--- src/rtl/fetch_decode_queue_if.sv ---
// Fetch/decode handshake bundle for fetch_decode_queue; master is the
// fetch+decode side (bench or pipeline), slave is the queue itself.
interface fetch_decode_queue_if #(
  parameter int unsigned DEPTH  = 4,
  parameter int unsigned WORD_W = 32
);
  localparam int unsigned CW = $clog2(DEPTH) + 1;

  logic              flush;
  logic              f_valid;
  logic              f_ready;
  logic [WORD_W-1:0] f_pc;
  logic [WORD_W-1:0] f_inst;
  logic [WORD_W-1:0] f_branch_target;
  logic              f_branch_predict;
  logic              d_valid;
  logic              d_ready;
  logic [WORD_W-1:0] d_pc;
  logic [WORD_W-1:0] d_inst;
  logic [WORD_W-1:0] d_branch_target;
  logic              d_branch_predict;
  logic [CW-1:0]     count;

  modport master (
    output flush, f_valid, f_pc, f_inst, f_branch_target, f_branch_predict, d_ready,
    input  f_ready, d_valid, d_pc, d_inst, d_branch_target, d_branch_predict, count
  );

  modport slave (
    input  flush, f_valid, f_pc, f_inst, f_branch_target, f_branch_predict, d_ready,
    output f_ready, d_valid, d_pc, d_inst, d_branch_target, d_branch_predict, count
  );
endinterface

--- src/rtl/fetch_decode_queue.sv ---
// Circular-buffer fetch-to-decode instruction queue with flush.
// Define FETCH_DECODE_QUEUE_BYPASS_EN for a zero-latency empty-queue bypass.
module fetch_decode_queue #(
  parameter int unsigned DEPTH  = 4,
  parameter int unsigned WORD_W = 32
) (
  input logic                 CLK,
  input logic                 nRST,
  fetch_decode_queue_if.slave q
);
  localparam int unsigned AW = $clog2(DEPTH);
  localparam logic [AW:0] PTR_ONE = (AW+1)'(1);

  logic [AW:0]       head, tail;
  logic              empty, full, enq, deq, bypass;
  logic [WORD_W-1:0] pc_mem  [DEPTH];
  logic [WORD_W-1:0] inst_mem[DEPTH];
  logic [WORD_W-1:0] tgt_mem [DEPTH];
  logic [DEPTH-1:0]  bp_mem;

  assign empty = (head == tail);
  assign full  = (head[AW-1:0] == tail[AW-1:0]) && (head[AW] != tail[AW]);

`ifdef FETCH_DECODE_QUEUE_BYPASS_EN
  // Gated by nRST so outputs hold reset values while reset is asserted.
  assign bypass = empty && q.f_valid && !q.flush && nRST;
`else
  assign bypass = 1'b0;
`endif

  assign q.f_ready = !full;
  assign q.d_valid = !empty || bypass;
  assign q.count   = tail - head;

  // A bypassed instruction consumed in the same cycle is never written.
  assign enq = q.f_valid && !full && !q.flush && !(bypass && q.d_ready);
  assign deq = !empty && q.d_ready && !q.flush;

  always_ff @(posedge CLK or negedge nRST) begin
    if (!nRST) begin
      head <= '0;
      tail <= '0;
    end else if (q.flush) begin
      head <= '0;
      tail <= '0;
    end else begin
      if (enq) tail <= tail + PTR_ONE;
      if (deq) head <= head + PTR_ONE;
    end
  end

  always_ff @(posedge CLK) begin
    if (enq) begin
      pc_mem  [tail[AW-1:0]] <= q.f_pc;
      inst_mem[tail[AW-1:0]] <= q.f_inst;
      tgt_mem [tail[AW-1:0]] <= q.f_branch_target;
      bp_mem  [tail[AW-1:0]] <= q.f_branch_predict;
    end
  end

  always_comb begin
    q.d_pc             = '0;
    q.d_inst           = '0;
    q.d_branch_target  = '0;
    q.d_branch_predict = 1'b0;
    if (bypass) begin
      q.d_pc             = q.f_pc;
      q.d_inst           = q.f_inst;
      q.d_branch_target  = q.f_branch_target;
      q.d_branch_predict = q.f_branch_predict;
    end else if (!empty) begin
      q.d_pc             = pc_mem  [head[AW-1:0]];
      q.d_inst           = inst_mem[head[AW-1:0]];
      q.d_branch_target  = tgt_mem [head[AW-1:0]];
      q.d_branch_predict = bp_mem  [head[AW-1:0]];
    end
  end
endmodule
--- src/flat_wrapper.sv ---
// flat-port wrapper written by rule: the top's interface ports become plain ports
module fetch_decode_queue_flat 
#(
  parameter int unsigned DEPTH  = 4,
  parameter int unsigned WORD_W = 32
)
  (CLK, nRST, q_flush, q_f_valid, q_f_pc, q_f_inst, q_f_branch_target, q_f_branch_predict, q_d_ready, q_f_ready, q_d_valid, q_d_pc, q_d_inst, q_d_branch_target, q_d_branch_predict, q_count);
  fetch_decode_queue_if #(.DEPTH(DEPTH), .WORD_W(WORD_W)) q_i ();
  input logic CLK;
  input logic nRST;
  input wire logic [$bits(q_i.flush)-1:0] q_flush;
  input wire logic [$bits(q_i.f_valid)-1:0] q_f_valid;
  input wire logic [$bits(q_i.f_pc)-1:0] q_f_pc;
  input wire logic [$bits(q_i.f_inst)-1:0] q_f_inst;
  input wire logic [$bits(q_i.f_branch_target)-1:0] q_f_branch_target;
  input wire logic [$bits(q_i.f_branch_predict)-1:0] q_f_branch_predict;
  input wire logic [$bits(q_i.d_ready)-1:0] q_d_ready;
  output wire logic [$bits(q_i.f_ready)-1:0] q_f_ready;
  output wire logic [$bits(q_i.d_valid)-1:0] q_d_valid;
  output wire logic [$bits(q_i.d_pc)-1:0] q_d_pc;
  output wire logic [$bits(q_i.d_inst)-1:0] q_d_inst;
  output wire logic [$bits(q_i.d_branch_target)-1:0] q_d_branch_target;
  output wire logic [$bits(q_i.d_branch_predict)-1:0] q_d_branch_predict;
  output wire logic [$bits(q_i.count)-1:0] q_count;
  assign q_i.flush = q_flush;
  assign q_i.f_valid = q_f_valid;
  assign q_i.f_pc = q_f_pc;
  assign q_i.f_inst = q_f_inst;
  assign q_i.f_branch_target = q_f_branch_target;
  assign q_i.f_branch_predict = q_f_branch_predict;
  assign q_i.d_ready = q_d_ready;
  assign q_f_ready = q_i.f_ready;
  assign q_d_valid = q_i.d_valid;
  assign q_d_pc = q_i.d_pc;
  assign q_d_inst = q_i.d_inst;
  assign q_d_branch_target = q_i.d_branch_target;
  assign q_d_branch_predict = q_i.d_branch_predict;
  assign q_count = q_i.count;
  fetch_decode_queue #(.DEPTH(DEPTH), .WORD_W(WORD_W)) u_core (.CLK(CLK), .nRST(nRST), .q(q_i));
endmodule
--- config.mk ---
export PLATFORM = sky130hd
export DESIGN_NAME = fetch_decode_queue_flat
export DESIGN_NICKNAME = d
export VERILOG_FILES = /design/src/rtl/fetch_decode_queue_if.sv /design/src/rtl/fetch_decode_queue.sv /design/src/flat_wrapper.sv
export SDC_FILE = /design/constraint.sdc
export NUM_CORES = 1
export LEC_CHECK = 0
export ABC_CLOCK_PERIOD_IN_PS = 12150
export CORE_MARGIN = 2
export CORE_UTILIZATION = 45
export CTS_CLUSTER_DIAMETER = 60
export DETAILED_ROUTE_END_ITERATION = 7
export PLACE_DENSITY = 0.67
export REMOVE_ABC_BUFFERS = 1
export SKIP_LAST_GASP = 1
export SYNTH_ARGS = -nofsm -noshare
export SYNTH_HDL_FRONTEND = slang
export SYNTH_SLANG_ARGS = --single-unit
--- constraint.sdc ---
create_clock -name CLK -period 12.15 [get_ports CLK]
set_clock_uncertainty 0.05 [all_clocks]
set_input_delay 2.43 -clock CLK [delete_from_list [all_inputs] [get_ports CLK]]
set_output_delay 2.43 -clock CLK [all_outputs]
set_load 0.05 [all_outputs]
==> results of run 1 <==
==> flip-flops by register name, summed over array words and instances, names as in the netlist <==
name	cells
u_core.inst_mem	128
u_core.head	3
u_core.pc_mem	128
u_core.tail	3
u_core.tgt_mem	128
u_core.bp_mem	4
==> power by group through the flow <==
stage / clock network, mW / registers, mW / logic [mW]
after floorplan: 0 / 1.77 / 1.67
after global placement: 0 / 1.72 / 2.46
after detailed placement: 0 / 1.73 / 2.48
after CTS: 1.27 / 1.70 / 2.49
after global routing: 1.33 / 1.71 / 2.57
final: 1.24 / 1.69 / 2.45
==> critical path, cell delays in order, from the launching register on <==
cell and delay, ps:
dfrtp_4 870, inv_1 140, ha_1 380, nand3_4 640, and2_1 420, clkdlybuf4s50_1 710
==> routing by layer <==
metal	up-vias	wire length [um]	global-route usage, %
li1	3243	-	-
met2	221	13490	25.43
met5	-	30	0
met4	4	444	3.786
met3	44	1870	4.042
met1	3698	12680	23.29
==> area by class of cell <==
class	instances	area, um2
antenna	2	5.005
clock buffer	49	1109
clock inverter	22	236.5
fill	2496	14450
inverter	7	26.28
multi-input combinational	246	3222
sequential	394	11810
tap	448	560.5
timing repair buffer	214	2115
==> worst max-delay path by stage <==
| stage | start | to | slack, ps | cells past startpoint |
|---|---|---|---|---|
| floorplan | u_core.head[0] | u_core.bp_mem[1] | -60 | 4 |
| global placement | u_core.head[0] | q_d_branch_target[21] | 6370 | 4 |
| detailed placement | u_core.head[1] | q_d_branch_target[12] | 6310 | 5 |
| CTS | u_core.head[1] | q_d_inst[27] | 5750 | 5 |
| global route | u_core.head[1] | q_d_pc[14] | 5540 | 5 |
| finish | u_core.head[1] | q_d_inst[27] | 5890 | 5 |
==> metrics by stage <==
stage	cells	hold WS, ps	setup TNS, ps
2_1_floorplan	647	551.0	-18440
3_3_place_gp	1309	574.4	0
3_5_place_dp	1309	592.8	0
4_1_cts	1380	602.6	0
5_1_grt	1380	649.7	0
6_report	1382	601.4	0
==> cell families (layout without fill, tap and decap cells) <==
logic type	count (synthesis)	after routing	synth area share, %
xor+xnor	2	2	0.2374
other cells	0	2	0
flops	394	394	77.20
mux	98	98	14.37
buf+inv	41	292	1.866
compound gates	7	7	0.3111
fa+ha+maj	8	8	0.7039
simple gates	131	131	5.312
==> placed cells by master, fill, tap and decap left out, types with 2 or more instances in the layout <==
master / count
edfxtp_1: 388
clkdlybuf4s50_1: 203
mux4_2: 97
and2_1: 97
clkbuf_16: 43
buf_4: 11
nand2_1: 9
clkinv_1: 8
inv_1: 7
ha_1: 7
clkinv_2: 6
a31oi_1: 5
bufinv_16: 5
clkbuf_1: 5
nand3_1: 4
dfrtp_1: 4
nor3_2: 3
nor3b_1: 3
inv_6: 3
diode_2: 2
nor2_1: 2
or4_1: 2
nand4b_1: 2
or3_1: 2
dfrtp_4: 2
==> summary.txt, run 1 <==
Synthesis
  – Distinct cells, synth: 31
  – Number of synthesized flops with an enable pin: 388
  – Count leader, synth: edfxtp_1
  – Synthesized cell area: 15290 um2
  – Synthesized flop and latch total: 394
  – Yosys top cell area share: 76.22%
  – Asr flop ratio synth: 1.523%
  – Sequential fraction of the synthesis area: 77.20%
  – Mapped Cells: 681
  – Dominant cells by area after synthesis: edfxtp_1, mux4_2, and2_1
  – Area leader, netlist: edfxtp_1
  – Post-synth top flop: edfxtp_1
  – Synth warn: 0
  – Synth cell count leaders: edfxtp_1, and2_1, mux4_2
  – Syn_area_per_cell: 22.45 um2

Global route
  – Total gr overflow: 0
  – Largest net degree at the start of global routing: 99
  – First-pass GRT wire length: 44130 um
  – GR Util All Layers: 16.24%
  – Vias in the first global route: 7469
  – Initial antenna violation count: 6

Routing
  – Vias/cell: 5.217
  – Router iterations before antenna repair: 5
  – Initial DRC count: 473
  – Drt wl/cell: 20.64 um
  – DRT antenna net count: 0
  – Drt total wl: 28520 um
  – Via Count: 7210
  – # DRC: 0

Power and ir drop
  – Sequential power share: 31.5%
  – Clk pwr share: 23.0%
  – Net Sw Frac: 39.43%
  – Combinational share of power: 45.5%
  – Pleak: 6.034 nW
  – Pwr dens: 281.7 nW/um2
  – VDD IR max: 0.2042 mV
  – Internal Pwr Total: 3.256 mW
  – Final Power: 5.376 mW
  – Switching power: 2.120 mW

Worst setup path
  – Crit path DAT: 3780 ps
  – Crit path max fanout: 98
  – Startpoint type of the worst setup path: flip-flop
  – R2r setup slk: 8720 ps
  – CP Class: flip-flop to output port
  – Worst EP required: 9670 ps
  – Crit. End Element: output port
  – Worst reg2reg endpoint: u_core.pc_mem[1][6]
  – Reg2reg start: u_core.head[1]
  – FF-to-FF path depth: 6

Floorplan
  – Die Span X: 188.3 um
  – Die H: 188.3 um
  – Initial cell density of the core: 45.59%
  – Core area: 33530 um2
  – Die area: 35460 um2
  – I/O Pins: 204
  – Num rows: 67

Place
  – DP HPWL: 16260 um
  – Post-Place Cell Area: 17730 um2
  – Routability Congestion: 0.7522
  – Pre-CTS setup slack: 6310 ps
  – Port bufs: 203

Timing
  – Slew Viols, Final: 0
  – Worst-margin pin slew: 936.3 ps
  – RSZ-0062 raised after global routing: no
  – Fin crit share: 51.54%
  – Final hold viol count: 0
  – Fmax: 159.7 MHz
  – Final setup vio count: 0
  – Post-layout min period: 6262 ps
  – Slew headroom: 37.58%
  – Final WS setup: 5888 ps

Clock tree
  – CTS Hold Buffers Added: 0
  – Clock sinks: 394
  – Root Driver: clkbuf_16
  – Post-CTS Setup Bufs: 0
  – Maximum buffer depth of the clock tree: 3
  – Post-CTS sizing: 0
  – CTS H-tree lvls: 2
  – Clock slew seen by the registers of the worst setup and hold paths: 60 ps
  – Total CTS buffers: 41
  – CTS tree: yes
  – Clk_lat worst skew: 520 ps

Layout
  – Final #Nets: 1014
  – Final core utilization: 56.91%
  – Final instance area: 19080 um2
  – Area grow syn2layout: 24.83%
  – Ratio of cells with drive above 1 in the final layout: 18.88%

Hold path
  – Hold Crit Class: flip-flop to flip-flop
  – Min-Delay Path Depth: 2
  – Worst Hold Path EP: u_core.tail[2]
  – Worst Hold Launch: u_core.tail[2]

Run
  – Max Cap Violations: 0

Run status
  – Status: completed
No activity file was read; power rests on OpenSTA's default activity.
==> run 2: changes to the inputs <==
Settings changed: ABC_CLOCK_PERIOD_IN_PS 12150 to 6170.
Clock period 12.15 ns to 6.17 ns, I/O delays scaled along.
==> summary.txt, run 2 (synthesized netlist as in run 1, its figures left out) <==
Clock tree
  – Maximum buffer depth of the clock tree: 3
  – Clock sinks: 394
  – CTS tree: yes
  – Post-CTS Setup Bufs: 0
  – Root Driver: clkbuf_16
  – Post-CTS sizing: 0
  – CTS Hold Buffers Added: 0
  – CTS H-tree lvls: 2
  – Clk_lat worst skew: 520 ps
  – Total CTS buffers: 40
  – Clock slew seen by the registers of the worst setup and hold paths: 60 ps

Worst setup path
  – Worst EP required: 4890 ps
  – Crit path max fanout: 60
  – Startpoint type of the worst setup path: flip-flop
  – Most frequent CP cell: buf_4
  – Crit. End Element: output port
  – Crit path DAT: 3640 ps
  – Crit-path max cell delay: 820 ps
  – FF-to-FF path depth: 6
  – Crit-path cells: buf_4, buf_4, mux4_2, and2_1, clkdlybuf4s50_1
  – Reg2reg start: u_core.tail[0]
  – Crit-path slowest cell: buf_4
  – R2r setup slk: 3270 ps
  – Worst reg2reg endpoint: u_core.tgt_mem[3][6]
  – CP Class: flip-flop to output port

Hold path
  – Worst Hold Launch: u_core.tail[2]
  – Min-Delay Path Depth: 2
  – Worst Hold Path EP: u_core.tail[2]
  – Hold Crit Class: flip-flop to flip-flop

Floorplan
  – Die Span X: 188.3 um
  – Die area: 35460 um2
  – Die H: 188.3 um
  – Num rows: 67
  – Core area: 33530 um2
  – I/O Pins: 204
  – Initial cell density of the core: 45.59%

Routing
  – # DRC: 0
  – DRT antenna net count: 0
  – Drt wl/cell: 20.85 um
  – Via Count: 7302
  – Vias/cell: 5.272
  – Router iterations before antenna repair: 7
  – Drt total wl: 28880 um
  – Initial DRC count: 487

Layout
  – Final core utilization: 56.84%
  – Filler cell count: 2544
  – Commonest cells after routing, fill and taps aside: edfxtp_1, clkdlybuf4s50_1, mux4_2, and2_1, clkbuf_16
  – Commonest non-fill, non-tap cell in the layout: edfxtp_1
  – Area grow syn2layout: 24.70%
  – Final #Nets: 1015
  – Ratio of cells with drive above 1 in the final layout: 18.61%

Global route
  – Total gr overflow: 0
  – Initial antenna violation count: 3
  – Met1 GRT Util: 23.00%
  – GR Util All Layers: 16.40%
  – First-pass GRT wire length: 44620 um
  – Grt met2 use: 25.70%
  – Largest net degree at the start of global routing: 102
  – Vias in the first global route: 7756
  – GR peak layer: met2
  – Met3 Use GR: 4.787%

Timing
  – Final hold viol count: 0
  – Slew Viols, Final: 0
  – Final setup vio count: 0
  – Fmax: 203.0 MHz
  – Worst-margin pin slew: 914.9 ps
  – Fin crit share: 79.85%
  – Post-layout min period: 4927 ps
  – Slew headroom: 39.01%
  – RSZ-0062 raised after global routing: no

Run
  – Max Cap Violations: 0

Place
  – Routability Congestion: 0.6729
  – DP HPWL: 16020 um
  – Port bufs: 203

Run status
  – Status: completed
-- run 2: cell count changes in the layout (fill, tap and decap cells not counted) --
cell        delta
clkbuf_16      -1
clkinv_8       +1
bufinv_16      -1
clkbuf_1       +5
buf_12         +1
inv_6          -3
clkinv_2       -1
clkinvlp_4     +1
clkinv_4       +1
buf_4          +1
clkbuf_8       -1
-- run 2: routing by layer --
layer  routed length (um)  vias to the layer above  share of wire [%]
met1                12590                     3791                 44
li1                     -                     3235                  -
met5                   27                        -              0.093
met2                13600                      222                 47
met4                  499                        4                1.7
met3                 2164                       50                7.5
-- run 2: layout make-up --
| cell class | instances | area, um2 | share of cell area [%] |
|---|---|---|---|
| clock inverters | 20 | 207.7 | 1.090 |
| repair buffers | 216 | 2142 | 11.24 |
| clock buffers | 52 | 1089 | 5.711 |
| diodes | 2 | 5.005 | 0.02626 |
| inverters | 7 | 26.28 | 0.1378 |
| multi-input cells | 246 | 3222 | 16.90 |
| well taps | 448 | 560.5 | 2.941 |
| flip-flops and latches | 394 | 11810 | 61.95 |
-- run 2: how the worst max path moves through the flow --
stage / endpoint / from
floorplan: u_core.bp_mem[1] / u_core.head[0]
global placement: q_d_pc[13] / u_core.head[1]
detailed placement: q_d_pc[13] / u_core.head[1]
CTS: q_d_pc[13] / u_core.head[1]
global route: q_d_inst[2] / u_core.head[1]
finish: q_d_branch_target[19] / u_core.head[1]
-- run 2: worst max-delay path, delay by kind of cell (launching register included) --
| kind | cells | cell delay (ps) |
|---|---|---|
| and+or+nand+nor | 1 | 160 |
| buffers and inverters | 3 | 2150 |
| muxes | 1 | 340 |
| DFF | 1 | 400 |
-- run 2: through the flow --
| stage | worst slack [ps] | hold WS (ps) | setup TNS, ps | std cells | cell area, um2 |
|---|---|---|---|---|---|
| 3_5_place_dp | 1731 | 599.1 | 0 | 1311 | 17760 |
| 6_report | 1243 | 606.9 | 0 | 1385 | 19060 |
| 3_3_place_gp | 1735 | 572.7 | 0 | 1311 | 17760 |
| 4_1_cts | 1156 | 605.6 | 0 | 1383 | 19060 |
| 5_1_grt | 1062 | 654.7 | 0 | 1383 | 19060 |
| 2_1_floorplan | -6043 | 551.0 | -2136490 | 647 | 15030 |
Power of run 2 is left out: the tool's default activity adds up to more than one toggle a clock period on the data nets, which glitch-free logic cannot reach.
